**config.mk**
```make
export PLATFORM = sky130hd
export DESIGN_NAME = deserialize4x2
export DESIGN_NICKNAME = d
export VERILOG_FILES = /design/src/rtl/deserialize4x2.sv
export SDC_FILE = /design/constraint.sdc
export NUM_CORES = 1
export LEC_CHECK = 0
export ABC_AREA = 1
export ABC_CLOCK_PERIOD_IN_PS = 2350
export CAP_MARGIN = 20
export CELL_PAD_IN_SITES_DETAIL_PLACEMENT = 2
export CELL_PAD_IN_SITES_GLOBAL_PLACEMENT = 2
export CORE_MARGIN = 1
export CORE_UTILIZATION = 30
export CTS_CLUSTER_SIZE = 12
export DETAILED_ROUTE_END_ITERATION = 8
export PLACE_DENSITY = 0.86
export SETUP_SLACK_MARGIN = 0.1
export SLEW_MARGIN = 20
export SYNTH_ARGS = -nofsm -noshare
export SYNTH_HDL_FRONTEND = slang
export SYNTH_SLANG_ARGS = --single-unit
```
**constraint.sdc**
```tcl
create_clock -name CLK -period 2.35 [get_ports CLK]
set_input_delay 0.3525 -clock CLK [delete_from_list [all_inputs] [get_ports CLK]]
set_output_delay 0.3525 -clock CLK [all_outputs]
set_load 0.03 [all_outputs]
```
**src/rtl/deserialize4x2.sv**
```systemverilog
// deserialize4x2: gathers LANES narrow beats into one lane-packed word
// with valid/ready on both sides and an OR-reduction of the output lanes.
module deserialize4x2 #(
    parameter int WIDTH = 2,
    parameter int LANES = 4
) (
    input  logic                     CLK,
    input  logic                     ASYNCRESETN,
    input  logic [WIDTH-1:0]         I,
    input  logic                     I_VALID,
    output logic                     I_READY,
    output logic [LANES*WIDTH-1:0]   O,
    output logic                     O_VALID,
    input  logic                     O_READY,
    output logic [WIDTH-1:0]         O_OR
);

    localparam int CW = $clog2(LANES);
    localparam logic [CW-1:0] LAST = CW'(LANES - 1);

    logic [CW-1:0]              cnt_q, cnt_d;
    logic [(LANES-1)*WIDTH-1:0] asm_q, asm_d;
    logic [LANES*WIDTH-1:0]     o_q, o_d;
    logic                       ov_q, ov_d;
    logic                       last;
    logic                       acc;
    logic                       take;
    logic [WIDTH-1:0]           or_red;

    assign last    = (cnt_q == LAST);
    assign I_READY = !last || !ov_q || O_READY;
    assign acc     = I_VALID && I_READY;
    assign take    = ov_q && O_READY;

    assign O       = o_q;
    assign O_VALID = ov_q;
    assign O_OR    = or_red;

    // Next state: fill lanes, then move the full word to the output register.
    always_comb begin
        cnt_d = cnt_q;
        asm_d = asm_q;
        o_d   = o_q;
        ov_d  = ov_q;
        if (acc && !last) begin
            cnt_d = cnt_q + 1'b1;
            for (int k = 0; k < LANES - 1; k++) begin
                if (cnt_q == CW'(k)) begin
                    asm_d[k*WIDTH +: WIDTH] = I;
                end
            end
        end
        if (acc && last) begin
            o_d   = {I, asm_q};
            ov_d  = 1'b1;
            cnt_d = '0;
        end else if (take) begin
            ov_d  = 1'b0;
        end
    end

    // OR of all lanes of the registered word.
    always_comb begin
        or_red = '0;
        for (int k = 0; k < LANES; k++) begin
            or_red = or_red | o_q[k*WIDTH +: WIDTH];
        end
    end

    // State registers; reset drops any partial word at once.
    always_ff @(posedge CLK or negedge ASYNCRESETN) begin
        if (!ASYNCRESETN) begin
            cnt_q <= '0;
            asm_q <= '0;
            o_q   <= '0;
            ov_q  <= 1'b0;
        end else begin
            cnt_q <= cnt_d;
            asm_q <= asm_d;
            o_q   <= o_d;
            ov_q  <= ov_d;
        end
    end

endmodule

```
Word level (Yosys, flattened, before mapping)
Index checks and enable logic that the tools add are counted.
{"block": "word_totals", "reg_bits": 17, "latchBits": 0, "mem_bits_rw": 0, "romBits": 0, "inputBits": 6, "output_inout_bits": 12, "wordCells": 31, "mem_count": 0}
{"block": "op_classes", "n_addsub": 1, "mul": 0, "div": 0, "magnitude_cmp": 0, "eq_ne": 3, "n_shift": 0, "mux": 4, "bitwise_logic": 3, "n_reduce_logical": 14}
{"operator": "$or 2x2->2", "count": 3}
{"operator": "$reduce_and 2->1", "count": 3}
{"operator": "$eq 2x2->1 const B", "count": 2}
{"operator": "$logic_and 1x1->1", "count": 4}
{"operator": "$mux 2", "count": 2}
{"operator": "$reduce_bool 2->1", "count": 2}
{"operator": "$add 2x1->2 const B", "count": 1}
{"operator": "$eq 2x1->1 const B", "count": 1}
{"operator": "$logic_not 1->1", "count": 2}
{"operator": "$logic_not 2->1", "count": 1}
{"operator": "$logic_or 1x1->1", "count": 2}
{"operator": "$mux 1", "count": 2}

Depth between registers and ports, before layout
Gate-level depths: netlist of run 1.
{"block": "logic_depth", "word_depth": 8, "ltp_mapped": 6, "ltp_nobuf": 5}

Least setup slack after synthesis of run 1
OpenSTA, ideal clock, no wires.
{"block": "synth_timing", "path_type": "register to output", "from": "register cnt_q[0]", "to": "output I_READY", "t_arrival_ps": 940, "t_required_ps": 1997, "path_slack_ps": 1057, "path_stages_with_launch": 4, "n_path_buf": 1, "path_cell_list": "dfrtp_1 ha_1 buf_4 nand3_4"}
{"block": "synth_between", "elab_chain_len": 4}
{"element": "start: declaration", "line_no": "21", "rtl": "logic [CW-1:0] cnt_q, cnt_d;"}
{"element": "start signal: assignment", "line_no": "78", "rtl": "cnt_q <= cnt_d;"}
{"element": "$eq 2x2->1", "line_no": "30", "rtl": "assign last = (cnt_q == LAST);"}
{"element": "$logic_not 1->1", "line_no": "31", "rtl": "assign I_READY = !last || !ov_q || O_READY;"}
{"element": "$logic_or 1x1->1 (2 in series)", "line_no": "31"}
{"element": "end: declaration", "line_no": "11", "rtl": "output logic I_READY,"}
Every way passes these cells.

Final worst setup path of run 1
Ends and elaborated chain as after synthesis.

==> tab_implementation.tex, run 1 <==
\begin{tabular}{lr}
\hline
Metric & Value \\
\hline
\multicolumn{2}{l}{\textbf{Drt}} \\
\quad Total via count after detailed routing & slightly below 700 \\
\quad Detailed Routing Iterations Pass 1 & 3 \\
\quad Post-detailed-route count of antenna-violating nets & 0 \\
\quad \# DRC & 0 \\
\quad Routed via count divided by cell count & 4.915 \\
\quad Drt initial violations & 3 \\
\quad Detail-routed net length per standard cell & 14.06 um \\
\quad Post-Route WL & between 1.5 and 2 mm \\
\multicolumn{2}{l}{\textbf{Cells and area}} \\
\quad Commonest non-fill, non-tap cell in the layout & nand2\_1 \\
\quad Filler cell count & between 200 and 300 \\
\quad Seq. cell area & $\sim$430 sq um \\
\quad Syn-to-layout area delta & 29.50\% \\
\quad Cell area after layout & 1044 sq um \\
\quad Antenna diode instance count & 0 \\
\quad Post-layout nets & 122 \\
\quad Area of the multi-input gates & 352.8 sq um \\
\quad Layout cell share with drive strength beyond 1 & about a tenth \\
\quad Leading cell types in the layout, fill and taps excluded & nand2\_1, dfrtp\_1, clkdlybuf4s50\_1, nand4\_1, nand3\_1 \\
\multicolumn{2}{l}{\textbf{Clock network}} \\
\quad Setup bufs post-CTS & 0 \\
\quad H-tree levels & 1 \\
\quad Post\_cts resized & 0 \\
\quad Total CTS buffers & 3 \\
\quad Cts hold-fix bufs & 0 \\
\quad Clock tree root buffer cell & clkbuf\_4 \\
\quad Clock Sink Count & 17 \\
\quad TritonCTS clock tree & built \\
\quad Maximum buffer depth of the clock tree & 2 \\
\quad Worst-Skew Late Latency & 0.29 ns \\
\quad Clock transition at path regs & 0.10 ns \\
\multicolumn{2}{l}{\textbf{Worst setup path}} \\
\quad Arrival time reported for the critical path endpoint & 1.73 ns \\
\quad Reg2reg setup slack & 0.89 ns \\
\quad Top fanout value on the critical path & 4 \\
\quad Type of the worst setup path & reg -> out \\
\quad Element type at the critical path end & output port \\
\quad Data required time at the worst endpoint & 2.00 ns \\
\quad Critical path launch point type & register \\
\multicolumn{2}{l}{\textbf{Outcome}} \\
\quad Outcome & completed \\
\multicolumn{2}{l}{\textbf{Timing}} \\
\quad Final worst clock skew & roughly 0.0038 ns \\
\quad F\_max & 479.5 MHz \\
\quad Final total negative setup slack & 0 ns \\
\quad Normalized max-slew margin & 48.34\% \\
\quad Tightest Pin Transition & 0.7725 ns \\
\quad Final critical-path required period & $\sim$2.1 ns \\
\quad Max-slew violations & 0 \\
\quad Endpoints failing setup & 0 \\
\quad Endpoints failing hold & 0 \\
\quad Fin crit share & between 80 and 90\% \\
\quad Setup repair after global routing missed its margin & no \\
\multicolumn{2}{l}{\textbf{Synthesis}} \\
\quad Number of warnings printed during yosys synthesis & 0 \\
\quad Syn\_area\_per\_cell & roughly 9.0 sq um \\
\quad Post-synthesis sequential element count & 17 \\
\quad Synthesized instance count & 90 \\
\quad Synthesized Nets & 100 \\
\quad Netlist area before placement & 805.8 sq um \\
\quad Count of distinct cell types in the synthesized netlist & 13 \\
\quad Register area share after synthesis & 52.80\% \\
\multicolumn{2}{l}{\textbf{Run}} \\
\quad Number of max-cap violations & 0 \\
\multicolumn{2}{l}{\textbf{Power and ir drop}} \\
\quad P per Cell Area & between 1000 and 1500 nW/um\^{}2 \\
\quad Int Pwr & around 760 uW \\
\quad Pleak & 0.0005248 uW \\
\quad Net switching power & 623.4 uW \\
\quad Proportion of power drawn by flip-flops and latches & 38.0\% \\
\quad Net Sw Frac & a little under half \\
\quad Clock network fraction of design power & 11.7\% \\
\quad Worst vdd ir & 0.0006566 V \\
\quad Combinational Power Share & 50.4\% \\
\multicolumn{2}{l}{\textbf{Floorplanning}} \\
\quad Number of ports placed on the die boundary & 18 \\
\quad Core Area & 2500 sq um \\
\quad DIE WIDTH & 53.83 um \\
\quad Initial cell density of the core & about a third \\
\quad Height of the die & 53.83 um \\
\quad Placement Rows & 18 \\
\quad Die area & 2897 sq um \\
\multicolumn{2}{l}{\textbf{Place}} \\
\quad Post-detailed-placement cell area & 1016 sq um \\
\quad Number of port buffers & 17 \\
\quad Final weighted congestion of routability-driven global placement & 0.7143 \\
\quad Detailed Place HPWL & $\sim$1.6 mm \\
\multicolumn{2}{l}{\textbf{Global routing}} \\
\quad GRT Overall Usage & 17.36\% \\
\quad Total overflow reported by the global router & 0 \\
\quad Maximum number of pins on one net before global-route repair & 18 \\
\quad Number of antenna violations at the first check in global routing & 0 \\
\quad Number of global-route vias before repair & 774 \\
\quad First-pass GRT wire length & 3.429 mm \\
\multicolumn{2}{l}{\textbf{Worst hold path}} \\
\quad Class of the tightest hold or removal check & reg -> reg \\
\hline
\end{tabular}
[stage by stage]
| step | cells | utilization [%] | worst slack (ns) | hold WS (ns) | power (uW) |
|---|---|---|---|---|---|
| 2_1_floorplan | 90 | - | 1.057 | 0.05691 | 947.8 |
| 3_3_place_gp | 137 | 40.64 | 0.3696 | 0.4583 | 1201 |
| 3_5_place_dp | 137 | 40.64 | 0.3526 | 0.4740 | 1241 |
| 4_1_cts | 141 | 41.74 | 0.2413 | 0.4999 | 1407 |
| 5_1_grt | 141 | 41.74 | 0.1889 | 0.5204 | 1501 |
| 6_report | 141 | 41.74 | 0.2644 | 0.4950 | 1381 |
[synth_stat cells]
| library cell | count | area, sq um |
|---|---|---|
| nor2_4 | 1 | 11.26 |
| inv_1 | 3 | 11.26 |
| nand4_1 | 8 | 50.05 |
| buf_2 | 1 | 5.000 |
| ha_1 | 4 | 50.05 |
| nor2_1 | 4 | 15.01 |
| nand2_1 | 40 | 150.1 |
| inv_2 | 1 | 3.750 |
| dfrtp_1 | 17 | 425.4 |
| nand2_2 | 1 | 6.260 |
| buf_4 | 1 | 7.510 |
| nand3_1 | 7 | 35.03 |
| nand3_4 | 2 | 35.03 |
[power by group through the flow]
stage                     logic, uW  registers (uW)  clock network, uW
after CTS                       709             528                171
after global routing            773             547                181
final                           696             524                161
after global placement          680             520                  0
after detailed placement        708             533                  0
after floorplan                 315             633                  0
[final cells by class]
cell class	count	share of cell area, %
flip-flops and latches	17	40.77
multi-input cells	67	33.81
repair buffers	19	17.75
well taps	30	3.597
clock buffers	3	2.158
inverters	4	1.439
clock inverters	1	0.4796
[state kept, by name, indices dropped and copies added (netlist names)]
name,count
asm_q,6
O,8
cnt_q,2
O_VALID,1
[layer usage]
metal  global-route usage, %  wire length, um
met1                   19.41              848
met2                   31.07             1016
met3                   2.542               67
met4                   9.649               50
met5                       0                0
[worst paths after layout]
kind | end | startpoint | cells past startpoint
setup / recovery | I_READY | cnt_q[0] | 3
hold / removal | asm_q[3] | asm_q[3] | 2
setup reg to reg | asm_q[5] | cnt_q[0] | 6
hold reg to reg | asm_q[3] | asm_q[3] | 2
max in group asynchronous | O[1] | ASYNCRESETN | 1
min in group asynchronous | O[6] | ASYNCRESETN | 1
[worst max-delay path, stage by stage, from the launching register on]
cell	delay, ns
dfrtp_1	0.43
ha_1	0.25
nand3_4	0.09
clkdlybuf4s50_1	0.67
[logic make-up after synthesis]
group / after synthesis / synth area share (%)
buffers and inverters: 6 / 3.415
adders and majority gates: 4 / 6.211
and+or+nand+nor: 63 / 37.58
DFF: 17 / 52.80
Power figures use the tool's default switching activity.
==> run 2, diff against run 1 <==
--- a/config.mk
+++ b/config.mk
@@ -10,11 +10,12 @@
 export CAP_MARGIN = 20
 export CELL_PAD_IN_SITES_DETAIL_PLACEMENT = 2
 export CELL_PAD_IN_SITES_GLOBAL_PLACEMENT = 2
-export CORE_MARGIN = 1
-export CORE_UTILIZATION = 30
+export CORE_MARGIN = 5
+export CORE_UTILIZATION = 37
 export CTS_CLUSTER_SIZE = 12
 export DETAILED_ROUTE_END_ITERATION = 8
-export PLACE_DENSITY = 0.86
+export DONT_BUFFER_PORTS = 1
+export PLACE_DENSITY = 0.85
 export SETUP_SLACK_MARGIN = 0.1
 export SLEW_MARGIN = 20
 export SYNTH_ARGS = -nofsm -noshare
==> run 2 against run 1 <==
  * Register-to-register slack got worse by 0.04 ns
  * Sequential power rose by 25%
  * Critical endpoint unchanged
  * Clock skew down 0.0021 ns
  * Sequential cell count is the same
  * Hold slack got worse by 0.30 ns
  * Power fell by 13%
  * Highest routed layer unchanged
==> tab_implementation.tex, run 2 (synthesis results as in run 1) <==
\begin{tabular}{lr}
\hline
Metric & Value \\
\hline
\multicolumn{2}{l}{\textbf{Clock network}} \\
\quad Post\_cts resized & 0 \\
\quad Clock tree root buffer cell & clkbuf\_4 \\
\quad Setup bufs post-CTS & 0 \\
\quad H-tree levels & 1 \\
\quad Clock Sink Count & 17 \\
\quad Clock transition at path regs & 0.10 ns \\
\quad TritonCTS clock tree & built \\
\quad Total CTS buffers & 3 \\
\quad Worst-Skew Late Latency & 0.29 ns \\
\quad Cts hold-fix bufs & 1 \\
\quad Maximum buffer depth of the clock tree & 2 \\
\multicolumn{2}{l}{\textbf{Place}} \\
\quad Final weighted congestion of routability-driven global placement & 0.7099 \\
\quad Pre-CTS WS & about 0.85 ns \\
\quad Number of port buffers & 0 \\
\quad Cell Count Post-Placement & 115 \\
\quad Post-detailed-placement cell area & $\sim$830 sq um \\
\quad Detailed Place HPWL & about 1.4 mm \\
\multicolumn{2}{l}{\textbf{Floorplanning}} \\
\quad Number of ports placed on the die boundary & 18 \\
\quad DIE WIDTH & 56.67 um \\
\quad Placement Rows & 16 \\
\quad Core Area & 2022 sq um \\
\quad Die area & about 3200 sq um \\
\quad Initial cell density of the core & around two fifths \\
\quad Height of the die & 56.67 um \\
\multicolumn{2}{l}{\textbf{Worst setup path}} \\
\quad Type of the worst setup path & reg -> out \\
\quad Top fanout value on the critical path & 11 \\
\quad Logic depth of the worst register-to-register path & 5 \\
\quad Ordered list of cells on the worst path & ha\_1 > nand3\_4 \\
\quad Crit path largest cell delay & 0.55 ns \\
\quad Slowest library cell on the worst path & ha\_1 \\
\quad Data required time at the worst endpoint & 2.00 ns \\
\quad Arrival time reported for the critical path endpoint & 1.49 ns \\
\quad Critical path launch point type & register \\
\quad Element type at the critical path end & output port \\
\multicolumn{2}{l}{\textbf{Drt}} \\
\quad Met2 wirelength from detailed routing & 941 um \\
\quad Detailed Routing Iterations Pass 1 & 2 \\
\quad Routed met1 length & 817 um \\
\quad Post-Route WL & 1.888 mm \\
\quad Drt initial violations & 4 \\
\quad Detail-routed net length per standard cell & roughly 16 um \\
\quad Post-detailed-route count of antenna-violating nets & 0 \\
\quad Length of routed met3 wiring & about 92 um \\
\quad \# DRC & 0 \\
\quad Total via count after detailed routing & 617 \\
\quad Highest metal layer with signal wires & met4 \\
\quad Routed via count divided by cell count & around 5.1 \\
\multicolumn{2}{l}{\textbf{Cells and area}} \\
\quad Antenna diode instance count & 0 \\
\quad Commonest non-fill, non-tap cell in the layout & nand2\_1 \\
\quad Cell area after layout & between 800 and 900 sq um \\
\quad Layout cell share with drive strength beyond 1 & 8.602\% \\
\quad Final instance count without filler cells & 120 \\
\quad Largest register FFs & 8 \\
\quad Post-layout nets & 104 \\
\quad Syn-to-layout area delta & 7.143\% \\
\quad Leading cell types in the layout, fill and taps excluded & nand2\_1, dfrtp\_1, nand4\_1, nand3\_1 \\
\multicolumn{2}{l}{\textbf{Power and ir drop}} \\
\quad Post-route total power & between 1000 and 1500 uW \\
\quad Worst vdd ir & 0.0005303 V \\
\quad Pleak & 0.0004511 uW \\
\quad P per Cell Area & around 1400 nW/um\^{}2 \\
\multicolumn{2}{l}{\textbf{Global routing}} \\
\quad Total overflow reported by the global router & 0 \\
\quad First-pass GRT wire length & $\sim$3.3 mm \\
\quad Number of antenna violations at the first check in global routing & 0 \\
\quad GRT Overall Usage & 13.61\% \\
\quad Number of global-route vias before repair & 677 \\
\quad Maximum number of pins on one net before global-route repair & 18 \\
\multicolumn{2}{l}{\textbf{Timing}} \\
\quad Endpoints failing hold & 0 \\
\quad Smallest setup slack after layout & 0.5036 ns \\
\quad Normalized max-slew margin & 49.14\% \\
\quad Tightest Pin Transition & roughly 0.76 ns \\
\quad Final total negative setup slack & 0 ns \\
\quad Fin crit share & 78.57\% \\
\quad F\_max & 541.6 MHz \\
\quad Max-slew violations & 0 \\
\quad Final worst clock skew & 0.001789 ns \\
\quad Final critical-path required period & 1.846 ns \\
\quad Endpoints failing setup & 0 \\
\quad Setup repair after global routing missed its margin & no \\
\multicolumn{2}{l}{\textbf{Run}} \\
\quad Number of max-cap violations & 0 \\
\multicolumn{2}{l}{\textbf{Worst hold path}} \\
\quad Class of the tightest hold or removal check & in -> reg \\
\quad Cell depth of the worst min-delay path & 2 \\
\multicolumn{2}{l}{\textbf{Outcome}} \\
\quad Outcome & completed \\
\hline
\end{tabular}
-- run 2: through the flow --
step / hold WS, ns / util, %
global route: 0.1766 / 42.70
floorplan: 0.05691 / -
global placement: 0.05735 / 40.90
detailed placement: 0.05735 / 40.90
finish: 0.1913 / 42.70
CTS: 0.1887 / 42.70
-- run 2: layout make-up --
type	count	area, sq um
fillers	238	1159
flip-flops and latches	17	425.4
multi-input cells	67	352.8
well taps	27	33.78
clock buffers	4	26.28
inverters	4	15.01
repair buffers	1	10.01
-- run 2: critical path, delay by kind of cell, from the launching register on --
family / cells / cell delay, ns
AND/OR/NAND/NOR: 1 / 0.23
flip-flops: 1 / 0.41
adder cells (fa/ha/maj): 1 / 0.55
-- run 2: final timing paths --
kind | startpoint | to | slack (ns)
worst max-delay path | cnt_q[1] | I_READY | 0.50
worst min-delay path | I[0] | asm_q[4] | 0.19
worst max register to register | cnt_q[1] | cnt_q[1] | 0.85
worst min register to register | asm_q[5] | asm_q[5] | 0.49
max in group asynchronous | ASYNCRESETN | asm_q[0] | 1.32
min in group asynchronous | ASYNCRESETN | asm_q[4] | 0.56
-- run 2: report_power, final --
part	internal, uW	total, uW	switching, uW	leakage [uW]
combinational	118	377	259	0.000221
clock	66.1	163	97.0	0.0000150
sequential	417	657	239	0.000215
-- run 2: layer usage --
layer  GRT usage (%)  up-vias
met3           3.440        5
met5               0        -
met2           21.45       14
li1                -      299
met4           6.102        0
met1           17.37      299
==> run 3, diff against run 2 <==
--- a/config.mk
+++ b/config.mk
@@ -6,16 +6,16 @@
 export NUM_CORES = 1
 export LEC_CHECK = 0
 export ABC_AREA = 1
-export ABC_CLOCK_PERIOD_IN_PS = 2350
+export ABC_CLOCK_PERIOD_IN_PS = 1910
 export CAP_MARGIN = 20
 export CELL_PAD_IN_SITES_DETAIL_PLACEMENT = 2
 export CELL_PAD_IN_SITES_GLOBAL_PLACEMENT = 2
 export CORE_MARGIN = 5
-export CORE_UTILIZATION = 37
+export CORE_UTILIZATION = 35
 export CTS_CLUSTER_SIZE = 12
 export DETAILED_ROUTE_END_ITERATION = 8
 export DONT_BUFFER_PORTS = 1
-export PLACE_DENSITY = 0.85
+export PLACE_DENSITY = 0.81
 export SETUP_SLACK_MARGIN = 0.1
 export SLEW_MARGIN = 20
 export SYNTH_ARGS = -nofsm -noshare
==> constraint.sdc (replaced) <==
create_clock -name CLK -period 1.91 [get_ports CLK]
set_input_delay 0.2865 -clock CLK [delete_from_list [all_inputs] [get_ports CLK]]
set_output_delay 0.2865 -clock CLK [all_outputs]
set_load 0.03 [all_outputs]
==> run 3 against run 2 <==
  * Sequential power grew 24%
  * Routed wire length shrank 1.9%
  * Via count grew 0.97%
  * Hold slack lost 0.059 ns
  * First-iteration DRC count grew 50%
  * Cell count grew 0.83%
  * Non-clock buffer count is the same
  * Die area grew 4.7%
  * Clock power grew 17%
  * Clock-buffer cell count shrank 1
  * Utilization shrank 3.4 points
  * Largest cell class unchanged
  * Largest power group unchanged
==> tab_implementation.tex, run 3 (synthesis results as in run 1) <==
\begin{tabular}{lr}
\hline
Metric & Value \\
\hline
\multicolumn{2}{l}{\textbf{Timing}} \\
\quad Fin crit share & 83.18\% \\
\quad Final total negative setup slack & 0 ns \\
\quad Final critical-path required period & 1.589 ns \\
\quad Endpoints failing hold & 0 \\
\quad Final worst clock skew & 0.008806 ns \\
\quad Setup repair after global routing missed its margin & no \\
\quad Endpoints failing setup & 0 \\
\quad Smallest setup slack after layout & approximately 0.32 ns \\
\quad Normalized max-slew margin & 48.48\% \\
\quad Max-slew violations & 0 \\
\quad Tightest Pin Transition & 0.7703 ns \\
\quad F\_max & 629.5 MHz \\
\multicolumn{2}{l}{\textbf{Clock network}} \\
\quad Worst-Skew Late Latency & between 0.2 and 0.3 ns \\
\quad Clock tree root buffer cell & clkbuf\_4 \\
\quad TritonCTS clock tree & built \\
\quad Total CTS buffers & 3 \\
\quad Maximum buffer depth of the clock tree & 2 \\
\quad Clock transition at path regs & 0.10 ns \\
\quad H-tree levels & 1 \\
\quad Setup bufs post-CTS & 0 \\
\quad Clock Sink Count & 17 \\
\multicolumn{2}{l}{\textbf{Floorplanning}} \\
\quad Die area & 3362 sq um \\
\quad DIE WIDTH & 57.98 um \\
\quad Height of the die & 57.98 um \\
\quad Initial cell density of the core & 36.43\% \\
\quad Placement Rows & 17 \\
\quad Number of ports placed on the die boundary & 18 \\
\quad Core Area & $\sim$2200 sq um \\
\multicolumn{2}{l}{\textbf{Global routing}} \\
\quad Number of antenna violations at the first check in global routing & 0 \\
\quad Total overflow reported by the global router & 0 \\
\quad Number of global-route vias before repair & 694 \\
\quad First-pass GRT wire length & $\sim$3.4 mm \\
\quad Maximum number of pins on one net before global-route repair & 18 \\
\quad GRT Overall Usage & 13.02\% \\
\multicolumn{2}{l}{\textbf{Cells and area}} \\
\quad Layout cell share with drive strength beyond 1 & 10.75\% \\
\quad Antenna diode instance count & 0 \\
\quad Cell area after layout & 868.3 sq um \\
\quad Largest register FFs & 8 \\
\quad Final core utilization & about two fifths \\
\quad Syn-to-layout area delta & 7.764\% \\
\quad Leading cell types in the layout, fill and taps excluded & nand2\_1, dfrtp\_1, nand4\_1, nand3\_1, nor2\_1 \\
\quad Seq. cell area & 425.4 sq um \\
\quad Area of the multi-input gates & 355.3 sq um \\
\quad Post-layout nets & 104 \\
\quad Filler cell count & 262 \\
\quad Commonest non-fill, non-tap cell in the layout & nand2\_1 \\
\multicolumn{2}{l}{\textbf{Drt}} \\
\quad Routed via count divided by cell count & 5.149 \\
\quad Detailed Routing Iterations Pass 1 & 3 \\
\quad Total via count after detailed routing & 623 \\
\quad \# DRC & 0 \\
\quad Post-detailed-route count of antenna-violating nets & 0 \\
\quad Post-Route WL & 1.853 mm \\
\quad Detail-routed net length per standard cell & 15.31 um \\
\quad Drt initial violations & 6 \\
\multicolumn{2}{l}{\textbf{Worst setup path}} \\
\quad Launching point of the worst reg2reg path & cnt\_q[1] \\
\quad Top fanout value on the critical path & 11 \\
\quad Critical path launch point type & register \\
\quad Arrival time reported for the critical path endpoint & between 1 and 1.5 ns \\
\quad Element type at the critical path end & output port \\
\quad Type of the worst setup path & reg -> out \\
\quad Timing startpoint of the critical path & cnt\_q[1] \\
\quad Data required time at the worst endpoint & 1.62 ns \\
\multicolumn{2}{l}{\textbf{Power and ir drop}} \\
\quad Post-route total power & 1465 uW \\
\quad Worst vdd ir & roughly 0.00063 V \\
\quad Pleak & around 0.00045 uW \\
\quad P per Cell Area & 1687 nW/um\^{}2 \\
\multicolumn{2}{l}{\textbf{Worst hold path}} \\
\quad Startpoint of the lowest-slack hold path & I[0] \\
\quad Class of the tightest hold or removal check & in -> reg \\
\multicolumn{2}{l}{\textbf{Place}} \\
\quad Final weighted congestion of routability-driven global placement & 0.7025 \\
\quad Post-detailed-placement cell area & about 830 sq um \\
\quad Pre-CTS WS & just over 0.4 ns \\
\quad Detailed Place HPWL & between 1 and 1.5 mm \\
\quad Number of port buffers & 0 \\
\multicolumn{2}{l}{\textbf{Run}} \\
\quad Number of max-cap violations & 0 \\
\multicolumn{2}{l}{\textbf{Outcome}} \\
\quad Outcome & completed \\
\hline
\end{tabular}
run 3: cell count changes in the layout (fill, tap and decap cells not counted), sizes merged:
cell    previous run  this run
clkbuf             4         3
clkinv             0         1
run 3: repair_timing:
action | CTS | global route
endpoints found under the hold margin | 17 | 0
hold buffers | 1 | 0
endpoints found under the setup margin | 0 | 1
resized for setup | 0 | 1
run 3: routing by layer:
metal  vias up  global-route usage, %  part of all wire (%)
met5         -                      0                     0
met4         0                  6.623                   2.3
met3         5                  3.118                   4.7
met2        12                  21.94                    50
met1       307                  15.30                    43
li1        299                      -                     -
run 3: worst max-delay path: stages (launching register included):
cell     delay [ns]
dfrtp_1        0.43
ha_2           0.40
nand3_4        0.19
run 3: final timing paths:
path,end,slack (ns),cells past startpoint
min reg2reg,asm_q[3],0.49,2
min in group asynchronous,O[2],0.51,1
max reg2reg,cnt_q[0],0.57,5
max,I_READY,0.32,2
max in group asynchronous,asm_q[5],0.92,1
min,asm_q[0],0.13,2
run 3: layout make-up:
type / instances / area share (%)
tap: 28 / 4.035
sequential: 17 / 48.99
inverter: 4 / 1.729
multi-input combinational: 67 / 40.92
clock buffer: 3 / 2.594
clock inverter: 1 / 0.5764
timing repair buffer: 1 / 1.153
run 3: through the flow:
step	hold WS (ns)	instances
detailed placement	-0.008804	116
global placement	-0.008718	116
global route	0.1183	121
finish	0.1321	121
floorplan	-0.009091	90
CTS	0.1285	121
run 3: power breakdown:
part / total, uW / internal (uW) / switching [uW]
clock network: 190 / 77.8 / 112
logic: 460 / 149 / 312
registers: 814 / 514 / 300
total: 1460 / 740 / 724
